## src/rtl/tile_raster_engine.sv

```systemverilog
// Tile rasteriser: clips each triangle's bounding box to the tile, streams covered pixels
// through an external pixel calculator and writes results back; also clear-fills the tile.
module tile_raster_engine #(
  parameter  int MAX_TRIANGLES = 256,
  parameter  int TILE_W        = 20,
  parameter  int TILE_H        = 45,
  parameter  int PIX_W         = 32,
  parameter  int CALC_LAT      = 2,
  localparam int TW            = $clog2(MAX_TRIANGLES),
  localparam int AW            = $clog2(TILE_W*TILE_H)
) (
  input  logic             clk,
  input  logic             rst,
  input  logic             start,
  input  logic             clear,
  input  logic [PIX_W-1:0] clear_value,
  input  logic [TW:0]      num_triangles,
  input  logic [8:0]       x_offset,
  input  logic [7:0]       y_offset,
  output logic [TW-1:0]    tri_rd_addr,
  input  logic [127:0]     tri_rd_data,
  output logic [AW-1:0]    tile_rd_addr,
  input  logic [PIX_W-1:0] tile_rd_data,
  output logic             calc_valid,
  output logic [8:0]       calc_x,
  output logic [7:0]       calc_y,
  output logic [PIX_W-1:0] calc_pix,
  output logic [127:0]     calc_tri,
  input  logic             calc_out_valid,
  input  logic [PIX_W-1:0] calc_out_pix,
  output logic             tile_wr_en,
  output logic [AW-1:0]    tile_wr_addr,
  output logic [PIX_W-1:0] tile_wr_data,
  output logic             busy,
  output logic             done
);

  localparam int NPIX = TILE_W * TILE_H;
  localparam int D    = CALC_LAT + 2;
  localparam int CW   = $clog2((TILE_W > TILE_H) ? TILE_W : TILE_H);
  localparam int DCW  = $clog2(D + 1);
  localparam logic signed [16:0] XLAST = 17'(TILE_W - 1);
  localparam logic signed [16:0] YLAST = 17'(TILE_H - 1);

  typedef enum logic [3:0] {
    S_IDLE, S_FETCH1, S_FETCH2, S_CLIP, S_ITER, S_DRAIN, S_NEXT, S_CLEAR, S_FINISH
  } state_t;

  state_t             r_state;
  logic [TW:0]        r_num, r_idx;
  logic [TW-1:0]      r_tri_addr;
  logic [8:0]         r_xo;
  logic [7:0]         r_yo;
  logic [127:0]       r_tri;
  logic [CW-1:0]      r_lx, r_hx, r_ly, r_hy, r_cx, r_cy;
  logic [DCW-1:0]     r_cnt;
  logic               r_clr_en;
  logic [AW-1:0]      r_clr_addr;
  logic [PIX_W-1:0]   r_clr_data;
  logic               r_done;
  logic               r_rd_v;
  logic [AW-1:0]      r_rd_addr;
  logic [8:0]         r_ix;
  logic [7:0]         r_iy;
  logic               r_pv [D];
  logic [AW-1:0]      r_pa [D];
  logic [8:0]         r_px [2];
  logic [7:0]         r_py [2];

  logic signed [16:0] w_x1, w_y1, w_x2, w_y2, w_x3, w_y3;
  logic signed [16:0] w_xo, w_yo, w_lx, w_hx, w_ly, w_hy;
  logic               w_empty;
  logic [TW:0]        w_idx_nxt;
  logic [AW-1:0]      w_iaddr;
  logic               w_wr_pix;

  function automatic logic signed [16:0] smin(input logic signed [16:0] a, input logic signed [16:0] b);
    return (a < b) ? a : b;
  endfunction

  function automatic logic signed [16:0] smax(input logic signed [16:0] a, input logic signed [16:0] b);
    return (a > b) ? a : b;
  endfunction

  always_comb begin
    w_x1 = {tri_rd_data[111], tri_rd_data[111:96]};
    w_y1 = {tri_rd_data[95],  tri_rd_data[95:80]};
    w_x2 = {tri_rd_data[79],  tri_rd_data[79:64]};
    w_y2 = {tri_rd_data[63],  tri_rd_data[63:48]};
    w_x3 = {tri_rd_data[47],  tri_rd_data[47:32]};
    w_y3 = {tri_rd_data[31],  tri_rd_data[31:16]};
    w_xo = {8'd0, r_xo};
    w_yo = {9'd0, r_yo};
    // Box is clipped in screen space, then rebased to tile-local coordinates.
    w_lx = smax(smin(smin(w_x1, w_x2), w_x3), w_xo) - w_xo;
    w_hx = smin(smax(smax(w_x1, w_x2), w_x3), w_xo + XLAST) - w_xo;
    w_ly = smax(smin(smin(w_y1, w_y2), w_y3), w_yo) - w_yo;
    w_hy = smin(smax(smax(w_y1, w_y2), w_y3), w_yo + YLAST) - w_yo;
    w_empty   = (w_lx > w_hx) || (w_ly > w_hy);
    w_idx_nxt = r_idx + 1'b1;
    w_iaddr   = AW'(int'(r_cy) * TILE_W + int'(r_cx));
  end

  always_ff @(posedge clk or posedge rst) begin
    if (rst) begin
      r_state    <= S_IDLE;
      r_num      <= '0;
      r_idx      <= '0;
      r_tri_addr <= '0;
      r_xo       <= '0;
      r_yo       <= '0;
      r_tri      <= '0;
      r_lx       <= '0;
      r_hx       <= '0;
      r_ly       <= '0;
      r_hy       <= '0;
      r_cx       <= '0;
      r_cy       <= '0;
      r_cnt      <= '0;
      r_clr_en   <= 1'b0;
      r_clr_addr <= '0;
      r_clr_data <= '0;
      r_done     <= 1'b0;
      r_rd_v     <= 1'b0;
      r_rd_addr  <= '0;
      r_ix       <= '0;
      r_iy       <= '0;
    end else begin
      r_done <= 1'b0;
      r_rd_v <= 1'b0;
      case (r_state)
        S_IDLE: begin
          if (clear) begin
            r_clr_en   <= 1'b1;
            r_clr_addr <= '0;
            r_clr_data <= clear_value;
            r_state    <= S_CLEAR;
          end else if (start) begin
            r_num      <= num_triangles;
            r_xo       <= x_offset;
            r_yo       <= y_offset;
            r_idx      <= '0;
            r_tri_addr <= '0;
            r_state    <= (num_triangles == '0) ? S_FINISH : S_FETCH1;
          end
        end
        S_FETCH1: r_state <= S_FETCH2;
        S_FETCH2: r_state <= S_CLIP;
        S_CLIP: begin
          r_tri <= tri_rd_data;
          r_lx  <= CW'(w_lx);
          r_hx  <= CW'(w_hx);
          r_ly  <= CW'(w_ly);
          r_hy  <= CW'(w_hy);
          r_cx  <= CW'(w_lx);
          r_cy  <= CW'(w_ly);
          r_state <= w_empty ? S_NEXT : S_ITER;
        end
        S_ITER: begin
          r_rd_v    <= 1'b1;
          r_rd_addr <= w_iaddr;
          r_ix      <= r_xo + 9'(r_cx);
          r_iy      <= r_yo + 8'(r_cy);
          if (r_cx == r_hx) begin
            r_cx <= r_lx;
            if (r_cy == r_hy) begin
              r_cnt   <= '0;
              r_state <= S_DRAIN;
            end else begin
              r_cy <= r_cy + 1'b1;
            end
          end else begin
            r_cx <= r_cx + 1'b1;
          end
        end
        S_DRAIN: begin
          if (r_cnt == DCW'(D - 1)) r_state <= S_NEXT;
          else                      r_cnt   <= r_cnt + 1'b1;
        end
        S_NEXT: begin
          if (w_idx_nxt == r_num) begin
            r_state <= S_FINISH;
          end else begin
            r_idx      <= w_idx_nxt;
            r_tri_addr <= TW'(w_idx_nxt);
            r_state    <= S_FETCH1;
          end
        end
        S_CLEAR: begin
          if (r_clr_addr == AW'(NPIX - 1)) begin
            r_clr_en <= 1'b0;
            r_state  <= S_FINISH;
          end else begin
            r_clr_addr <= r_clr_addr + 1'b1;
          end
        end
        S_FINISH: begin
          r_done  <= 1'b1;
          r_state <= S_IDLE;
        end
        default: r_state <= S_IDLE;
      endcase
    end
  end

  // Read-to-write pipeline: stage 1 meets tile_rd_data, stage D-1 meets calc_out_valid.
  always_ff @(posedge clk or posedge rst) begin
    if (rst) begin
      for (int unsigned i = 0; i < D; i++) begin
        r_pv[i] <= 1'b0;
        r_pa[i] <= '0;
      end
      for (int unsigned i = 0; i < 2; i++) begin
        r_px[i] <= '0;
        r_py[i] <= '0;
      end
    end else begin
      r_pv[0] <= r_rd_v;
      r_pa[0] <= r_rd_addr;
      r_px[0] <= r_ix;
      r_py[0] <= r_iy;
      r_px[1] <= r_px[0];
      r_py[1] <= r_py[0];
      for (int unsigned i = 1; i < D; i++) begin
        r_pv[i] <= r_pv[i-1];
        r_pa[i] <= r_pa[i-1];
      end
    end
  end

  assign w_wr_pix     = calc_out_valid & r_pv[D-1];
  assign busy         = (r_state != S_IDLE);
  assign done         = r_done;
  assign tri_rd_addr  = r_tri_addr;
  assign tile_rd_addr = r_rd_addr;
  assign calc_valid   = r_pv[1];
  assign calc_x       = r_px[1];
  assign calc_y       = r_py[1];
  assign calc_pix     = r_pv[1] ? tile_rd_data : '0;
  assign calc_tri     = r_tri;
  assign tile_wr_en   = r_clr_en | w_wr_pix;
  assign tile_wr_addr = r_clr_en ? r_clr_addr : r_pa[D-1];
  assign tile_wr_data = r_clr_en ? r_clr_data : (w_wr_pix ? calc_out_pix : '0);

endmodule
```

## config.mk

```make
export PLATFORM = sky130hd
export DESIGN_NAME = tile_raster_engine
export DESIGN_NICKNAME = d
export VERILOG_FILES = /design/src/rtl/tile_raster_engine.sv
export SDC_FILE = /design/constraint.sdc
export NUM_CORES = 1
export LEC_CHECK = 0
export CAP_MARGIN = 25
export CORE_UTILIZATION = 47
export CTS_CLUSTER_SIZE = 10
export DETAILED_ROUTE_END_ITERATION = 6
export HOLD_SLACK_MARGIN = 0.12
export PLACE_DENSITY = 0.9
export SLEW_MARGIN = 10
export SYNTH_ARGS = -nofsm -noshare
export SYNTH_HDL_FRONTEND = slang
export SYNTH_SLANG_ARGS = --single-unit
```

## constraint.sdc

```tcl
create_clock -name clk -period 13 [get_ports clk]
set_input_delay 2.6 -clock clk [delete_from_list [all_inputs] [get_ports clk]]
set_output_delay 2.6 -clock clk [all_outputs]
set_load 0.05 [all_outputs]
```

==> results of run 1 <==
-- through the flow --
| step | hold slack [ns] | total power [uW] | setup TNS, ns | worst slack [ns] |
|---|---|---|---|---|
| 3_3_place_gp | 0.3313 | 6533 | -0.0009992 | -0.0009992 |
| 2_1_floorplan | 0.3312 | 5218 | 0 | 0.6932 |
| 3_5_place_dp | 0.3347 | 6655 | -0.1197 | -0.1197 |
| 6_report | 0.3411 | 7761 | 0 | 0.5692 |
| 5_1_grt | 0.3469 | 8298 | 0 | 0.001162 |
| 4_1_cts | 0.3426 | 7770 | 0 | 0.4554 |
-- cell families (layout without fill, tap and decap cells) --
logic type | count (synthesis) | in the layout | share of synthesized area
and+or+nand+nor | 975 | 975 | 0.1892
AOI/OAI and AO/OA | 595 | 595 | 0.1619
DFF | 350 | 350 | 0.3782
buffers and inverters | 286 | 783 | 0.05186
adders and majority gates | 237 | 237 | 0.1305
muxes | 105 | 105 | 0.04976
xor gates and xnor gates | 102 | 102 | 0.03857
other | 0 | 4 | 0
-- flip-flops by register name, indices dropped and copies added (netlist names), 8 cells and up --
name,cells
r_yo,8
calc_tri,128
r_py,8
r_clr_addr,10
r_pa,40
r_clr_data,32
r_xo,9
r_ix,9
r_idx,9
calc_x,9
r_px,9
r_num,9
calc_y,8
r_iy,8
tile_rd_addr,10
-- layout by cell type (no fill, tap or decap), types with 7 or more instances in the layout --
master           instances
a211oi_1                10
a21boi_0                 9
a21o_1                  50
a21oi_1                106
a22o_1                  33
a31oi_1                 17
and2_1                  40
and3_1                  12
buf_4                   71
clkbuf_16               42
clkdlybuf4s50_1        495
dfrtp_1                350
fa_1                     8
ha_1                   227
inv_1                  155
mux2_2                  72
mux2i_1                 29
nand2_1                573
nand2b_1                14
nand3_1                 54
nand4_1                 23
nor2_1                 111
nor2b_1                 28
nor3_1                  38
nor4_1                  20
o211ai_1                14
o21a_1                  21
o21ai_0                231
o21ai_1                 16
o31ai_1                 12
or2_2                    7
or3_1                   11
xnor2_1                 62
xor2_1                  40
-- worst paths after layout --
path,to,slack [ns],cells past startpoint
max reg2reg,r_state[1],5.64,34
min,calc_y[1],0.34,0
min in group asynchronous,calc_tri[107],2.59,2
max in group asynchronous,tile_rd_addr[9],8.44,5
max,r_state[1],0.57,49
min reg2reg,calc_y[1],0.34,0
-- cell type report --
cell class	count	area, sq um	area share
multi-input cells	2014	13260	0.4389
flip-flops and latches	350	8758	0.2899
repair buffers	569	5555	0.1839
clock buffers	49	1117	0.03698
well taps	656	820.8	0.02717
inverters	159	611.8	0.02025
clock inverters	6	77.57	0.002568
diodes	4	10.01	0.0003313
-- per-layer routing --
metal	wire [um]	share of wire	up-vias
li1	-	-	10130
met1	27500	0.39	9928
met2	34820	0.49	878
met3	5294	0.075	195
met4	3041	0.043	0
met5	0	0	-
-- Yosys cell counts (10+ instances only) --
master    count
mux2i_1      30
xnor2_1      62
nor2_1      112
a31oi_1      18
or3_1        12
nor3_1       39
clkbuf_1     84
nand2b_1     14
a21oi_1     109
a22o_1       33
dfrtp_1     350
o21a_1       22
o21ai_0     237
a21o_1       50
nand2_1     574
ha_1        227
mux2_2       72
a211oi_1     11
buf_4        26
o211ai_1     14
and3_1       12
o31ai_1      13
nand4_1      23
o21ai_1      10
xor2_1       40
nor2b_1      28
and2_1       40
nor4_1       20
nand3_1      54
inv_1       158
-- critical path: cells and delay by family --
family,cells,cell delay (ns)
buffers and inverters,5,1.19
adder cells (fa/ha/maj),9,2.75
AND/OR/NAND/NOR,12,2.15
multiplexers,1,0.39
AO/OA/AOI/OAI,22,3.72
-- where the power goes --
part / internal [uW] / total, uW / switching [uW]
Combinational: 1900 / 4780 / 2890
Clock: 605 / 1060 / 454
Sequential: 1570 / 1920 / 347
Total: 4070 / 7760 / 3690
-- what timing repair did --
action,4_1_cts,5_1_grt
hold endpoints to repair,0,0
endpoints found under the setup margin,0,1
resized for setup,0,19
setup buffers,0,3
==> results.sh, run 1 <==
export IMPL_worst_hold_path_type="flop to flop"
export IMPL_maxSlewHeadroom=0.3393
export IMPL_setup_viol=0
export IMPL_avgSynthCellArea_sq_um=8.740
export IMPL_synth_edff_count=0
export IMPL_placed_cell_area_sq_um=28910
export IMPL_chipWidth_um=224.0
export IMPL_cts_buffers=42
export IMPL_dr_pass1_iters=5
export IMPL_clock_path_buffers=3
export IMPL_max_stage_delay_ns=0.54
export IMPL_ir_drop_mv=0.1420
export IMPL_post_route_period_util=0.9562
export IMPL_ys_types=92
export IMPL_ys_ff_latch=350
export IMPL_finClkSkew_ns=0.01944
export IMPL_numPortBuffers=495
export IMPL_grt_max_degree=151
export IMPL_power_density_nw_per_um2=256.9
export IMPL_synth_top_cell_area_share=0.3782
export IMPL_num_rows=80
export IMPL_dieHeight_um=224.0
export IMPL_synthCells=2650
export IMPL_vias=21140
export IMPL_final_cell_area_sq_um=30210
export IMPL_clockRootBuffer="clkbuf_16"
export IMPL_drc=0
export IMPL_synth_main_ff_cell="dfrtp_1"
export IMPL_status="complete, no violations"
export IMPL_hold_buffers=0
export IMPL_clk_insertion_delay_late_ns=0.58
export IMPL_cts_sinks=350
export IMPL_fmax_mhz=80.45
export IMPL_die_area_sq_um=50170
export IMPL_endpoint_kind="flop"
export IMPL_grt_met3_usage=0.05561
export IMPL_boundaryPins=496
export IMPL_worstPathRequired_ns=13.44
export IMPL_layout_drive_gt1_share=0.08008
export IMPL_synth_area_sq_um=23160
export IMPL_drt_total_wl_mm=70.66
export IMPL_cts_tree="done"
export IMPL_final_core_util=0.6275
export IMPL_grt_overflow_total=0
export IMPL_antenna_found_initial=4
export IMPL_fill_cells=3968
export IMPL_start_util=0.4810
export IMPL_drtIter0Drc=1668
export IMPL_min_delay_start="r_py[9]"
export IMPL_final_cells=3807
export IMPL_ys_warn_count=0
export IMPL_synth_nets=3140
export IMPL_rsz0062_at_grt="false"
export IMPL_cp_slowest_cell="clkdlybuf4s50_1"
export IMPL_grt_use_met2=0.4881
export IMPL_cp_arrival_ns=12.88
export IMPL_p_leak_uw=0.01401
export IMPL_grt_pass1_wl_mm=110.9
export IMPL_worst_pin_slew_ns=0.9911
export IMPL_startpoint="tri_rd_data[77]"
export IMPL_busiest_layer="met2"
export IMPL_yosysTopAreaCell="dfrtp_1"
export IMPL_syn_to_final_growth_pct=30.44
export IMPL_coreArea_sq_um=48150
export IMPL_ant_nets=0
export IMPL_layout_nets=3626
export IMPL_dp_cells=3744
export IMPL_seq_area_frac_synth=0.3782
export IMPL_hpwl_mm=54.74
export IMPL_report_final_slew_viol_count=0
export IMPL_grt_use_total=0.2789
export IMPL_synth_async_reset_ratio=1.000
export IMPL_start_kind="primary input"
export IMPL_min_period_ns=12.43
export IMPL_hold_viol=0
export IMPL_drv_cap=0
export IMPL_crit_fanout=13
export IMPL_worstSetupPathType="primary input to flop"
export IMPL_place_congestion=1.006
export IMPL_htreeDepth=2
export IMPL_detail_route_wl_per_cell_um=18.56
export IMPL_reg2reg_from="r_xo[1]"
export IMPL_met1_usage=0.3297
export IMPL_viasPerCell=5.552
export IMPL_cp_common_cell="a21oi_1"
export IMPL_synth_area_leaders="dfrtp_1 38%, ha_1 12%, nand2_1 9.3%, o21ai_0 5.1%, mux2_2 3.5%"
export IMPL_clk_pin_slew_ns=0.06
export IMPL_grt_pass1_vias=20790
No activity file was read; power rests on OpenSTA's default activity.
==> run 2: changes to the inputs <==
--- a/config.mk
+++ b/config.mk
@@ -6,11 +6,11 @@
 export NUM_CORES = 1
 export LEC_CHECK = 0
 export CAP_MARGIN = 25
-export CORE_UTILIZATION = 47
+export CORE_UTILIZATION = 23
 export CTS_CLUSTER_SIZE = 10
 export DETAILED_ROUTE_END_ITERATION = 6
 export HOLD_SLACK_MARGIN = 0.12
-export PLACE_DENSITY = 0.9
+export PLACE_DENSITY = 0.56
 export SLEW_MARGIN = 10
 export SYNTH_ARGS = -nofsm -noshare
 export SYNTH_HDL_FRONTEND = slang
==> run 2 against run 1 <==
  * Maximum frequency is 0.88% higher
  * Hold slack worse by 0.012 ns
  * Routed wire length is 20% higher
  * Critical endpoint unchanged
  * Non-clock buffer count is 43 higher
  * Core utilization is 31 points lower
  * Power is 4.0% higher
  * First-iteration DRC count is 11% lower
  * Count of clock-buffer cells in the layout is 19 higher
  * Clock skew is 0.018 ns higher
  * Final area is 4.7% higher
  * Via count is 0.54% lower
  * Clock power is 19% higher
==> results.sh, run 2 (synthesis results as in run 1) <==
export IMPL_worstPathRequired_ns=13.48
export IMPL_maxSlewHeadroom=0.3173
export IMPL_hold_buffers=0
export IMPL_dr_pass1_iters=6
export IMPL_fmax_mhz=81.16
export IMPL_worst_hold_path_type="flop to flop"
export IMPL_vias=21020
export IMPL_coreArea_sq_um=100000
export IMPL_die_area_sq_um=102000
export IMPL_status="complete, no violations"
export IMPL_power_density_nw_per_um2=255.1
export IMPL_place_congestion=0.9610
export IMPL_grt_use_total=0.1634
export IMPL_endpoint_kind="flop"
export IMPL_layout_common_cells="572 x nand2_1, 495 x clkdlybuf4s50_1, 350 x dfrtp_1"
export IMPL_setup_viol=0
export IMPL_r2r_slack_ns=5.42
export IMPL_final_core_util=0.3163
export IMPL_grt_pass1_wl_mm=127.4
export IMPL_numPortBuffers=495
export IMPL_total_power_uw=8070
export IMPL_mostFrequentLayoutCell="nand2_1"
export IMPL_clk_insertion_delay_late_ns=0.61
export IMPL_cp_slowest_cell="o21ai_0"
export IMPL_detail_route_wl_per_cell_um=18.80
export IMPL_finClkSkew_ns=0.03709
export IMPL_cts_sinks=350
export IMPL_chipWidth_um=319.3
export IMPL_post_route_period_util=0.9478
export IMPL_worst_pin_slew_ns=1.024
export IMPL_min_period_ns=12.32
export IMPL_ir_drop_mv=0.1353
export IMPL_hold_viol=0
export IMPL_min_delay_start="r_pa[17]"
export IMPL_crit_fanout=18
export IMPL_drtIter0Drc=1489
export IMPL_cts_tree="done"
export IMPL_ant_nets=0
export IMPL_start_kind="primary input"
export IMPL_drt_total_wl_mm=85.01
export IMPL_max_stage_delay_ns=0.56
export IMPL_r2r_cells=34
export IMPL_worstSetupPathType="primary input to flop"
export IMPL_antenna_found_initial=9
export IMPL_hpwl_mm=66.93
export IMPL_reg2reg_from="r_xo[0]"
export IMPL_dieHeight_um=319.3
export IMPL_drv_cap=0
export IMPL_grt_max_degree=110
export IMPL_viasPerCell=4.650
export IMPL_cp_endpoint="r_state[1]"
export IMPL_boundaryPins=496
export IMPL_syn_to_final_growth_pct=36.57
export IMPL_cp_arrival_ns=12.80
export IMPL_grt_pass1_vias=20770
export IMPL_drc=0
export IMPL_start_util=0.2316
export IMPL_tns_ns=0
export IMPL_layout_drive_gt1_share=0.09761
export IMPL_clock_path_buffers=3
export IMPL_grt_overflow_total=0
export IMPL_holdWs_ns=0.3292
export IMPL_clk_pin_slew_ns=0.05
export IMPL_cts_buffers=47
export IMPL_clockRootBuffer="clkbuf_16"
export IMPL_num_rows=116
export IMPL_report_final_slew_viol_count=0
export IMPL_p_leak_uw=0.01437
export IMPL_htreeDepth=2
export IMPL_startpoint="tri_rd_data[63]"
export IMPL_layout_nets=3674
export IMPL_largest_reg_flops=128
export IMPL_timing_rr_end="r_state[1]"
## run 2: critical path: cells and delay by family
kind | cells | cell delay (ns)
simple gates | 9 | 1.53
buf+inv | 4 | 0.93
fa+ha+maj | 6 | 2.00
compound gates | 25 | 5.02
mux | 2 | 0.72
## run 2: timing repair
item / in CTS / in global routing
buffers inserted: 0 / 5
gates resized for setup: 0 / 22
setup endpoints to repair: 0 / 1
## run 2: per-stage QoR
stage | area (sq um) | setup WS, ns | std cells
after floorplan | 23160 | 0.6932 | 2650
after global placement | 30030 | -0.1025 | 4428
after detailed placement | 30030 | -0.09044 | 4428
after CTS | 31510 | 0.5067 | 4510
after global routing | 31630 | -0.003232 | 4520
final | 31630 | 0.6781 | 4521
## run 2: where the power goes
group          switching, uW  leakage (uW)  internal [uW]
Sequential               349       0.00411           1570
Combinational           2940       0.00954           1950
Clock                    513      0.000721            747
Total                   3810        0.0144           4260
## run 2: cell type report
type	instances	area, sq um
Antenna cell	6	15.01
Fill cell	10440	68370
Tap cell	1298	1624
Sequential cell	350	8758
Timing Repair Buffer	612	5862
Multi-Input combinational cell	2014	13280
Clock inverter	14	157.7
Clock buffer	68	1326
Inverter	159	604.3
## run 2: worst min-delay path by stage
stage / to / cells past startpoint / slack, ns
after CTS: r_pa[7] / 0 / 0.34
after global placement: r_pa[21] / 0 / 0.33
after global routing: r_pa[5] / 0 / 0.35
after detailed placement: r_pa[15] / 0 / 0.33
final: r_pa[7] / 0 / 0.33
after floorplan: calc_valid / 0 / 0.33
## run 2: per-layer routing
layer,share of wire,up-vias,GRT usage
met1,0.44,9939,0.2103
met2,0.45,701,0.2629
met5,0.00036,-,0
met4,0.034,6,0.06410
li1,-,10250,-
met3,0.072,129,0.03823
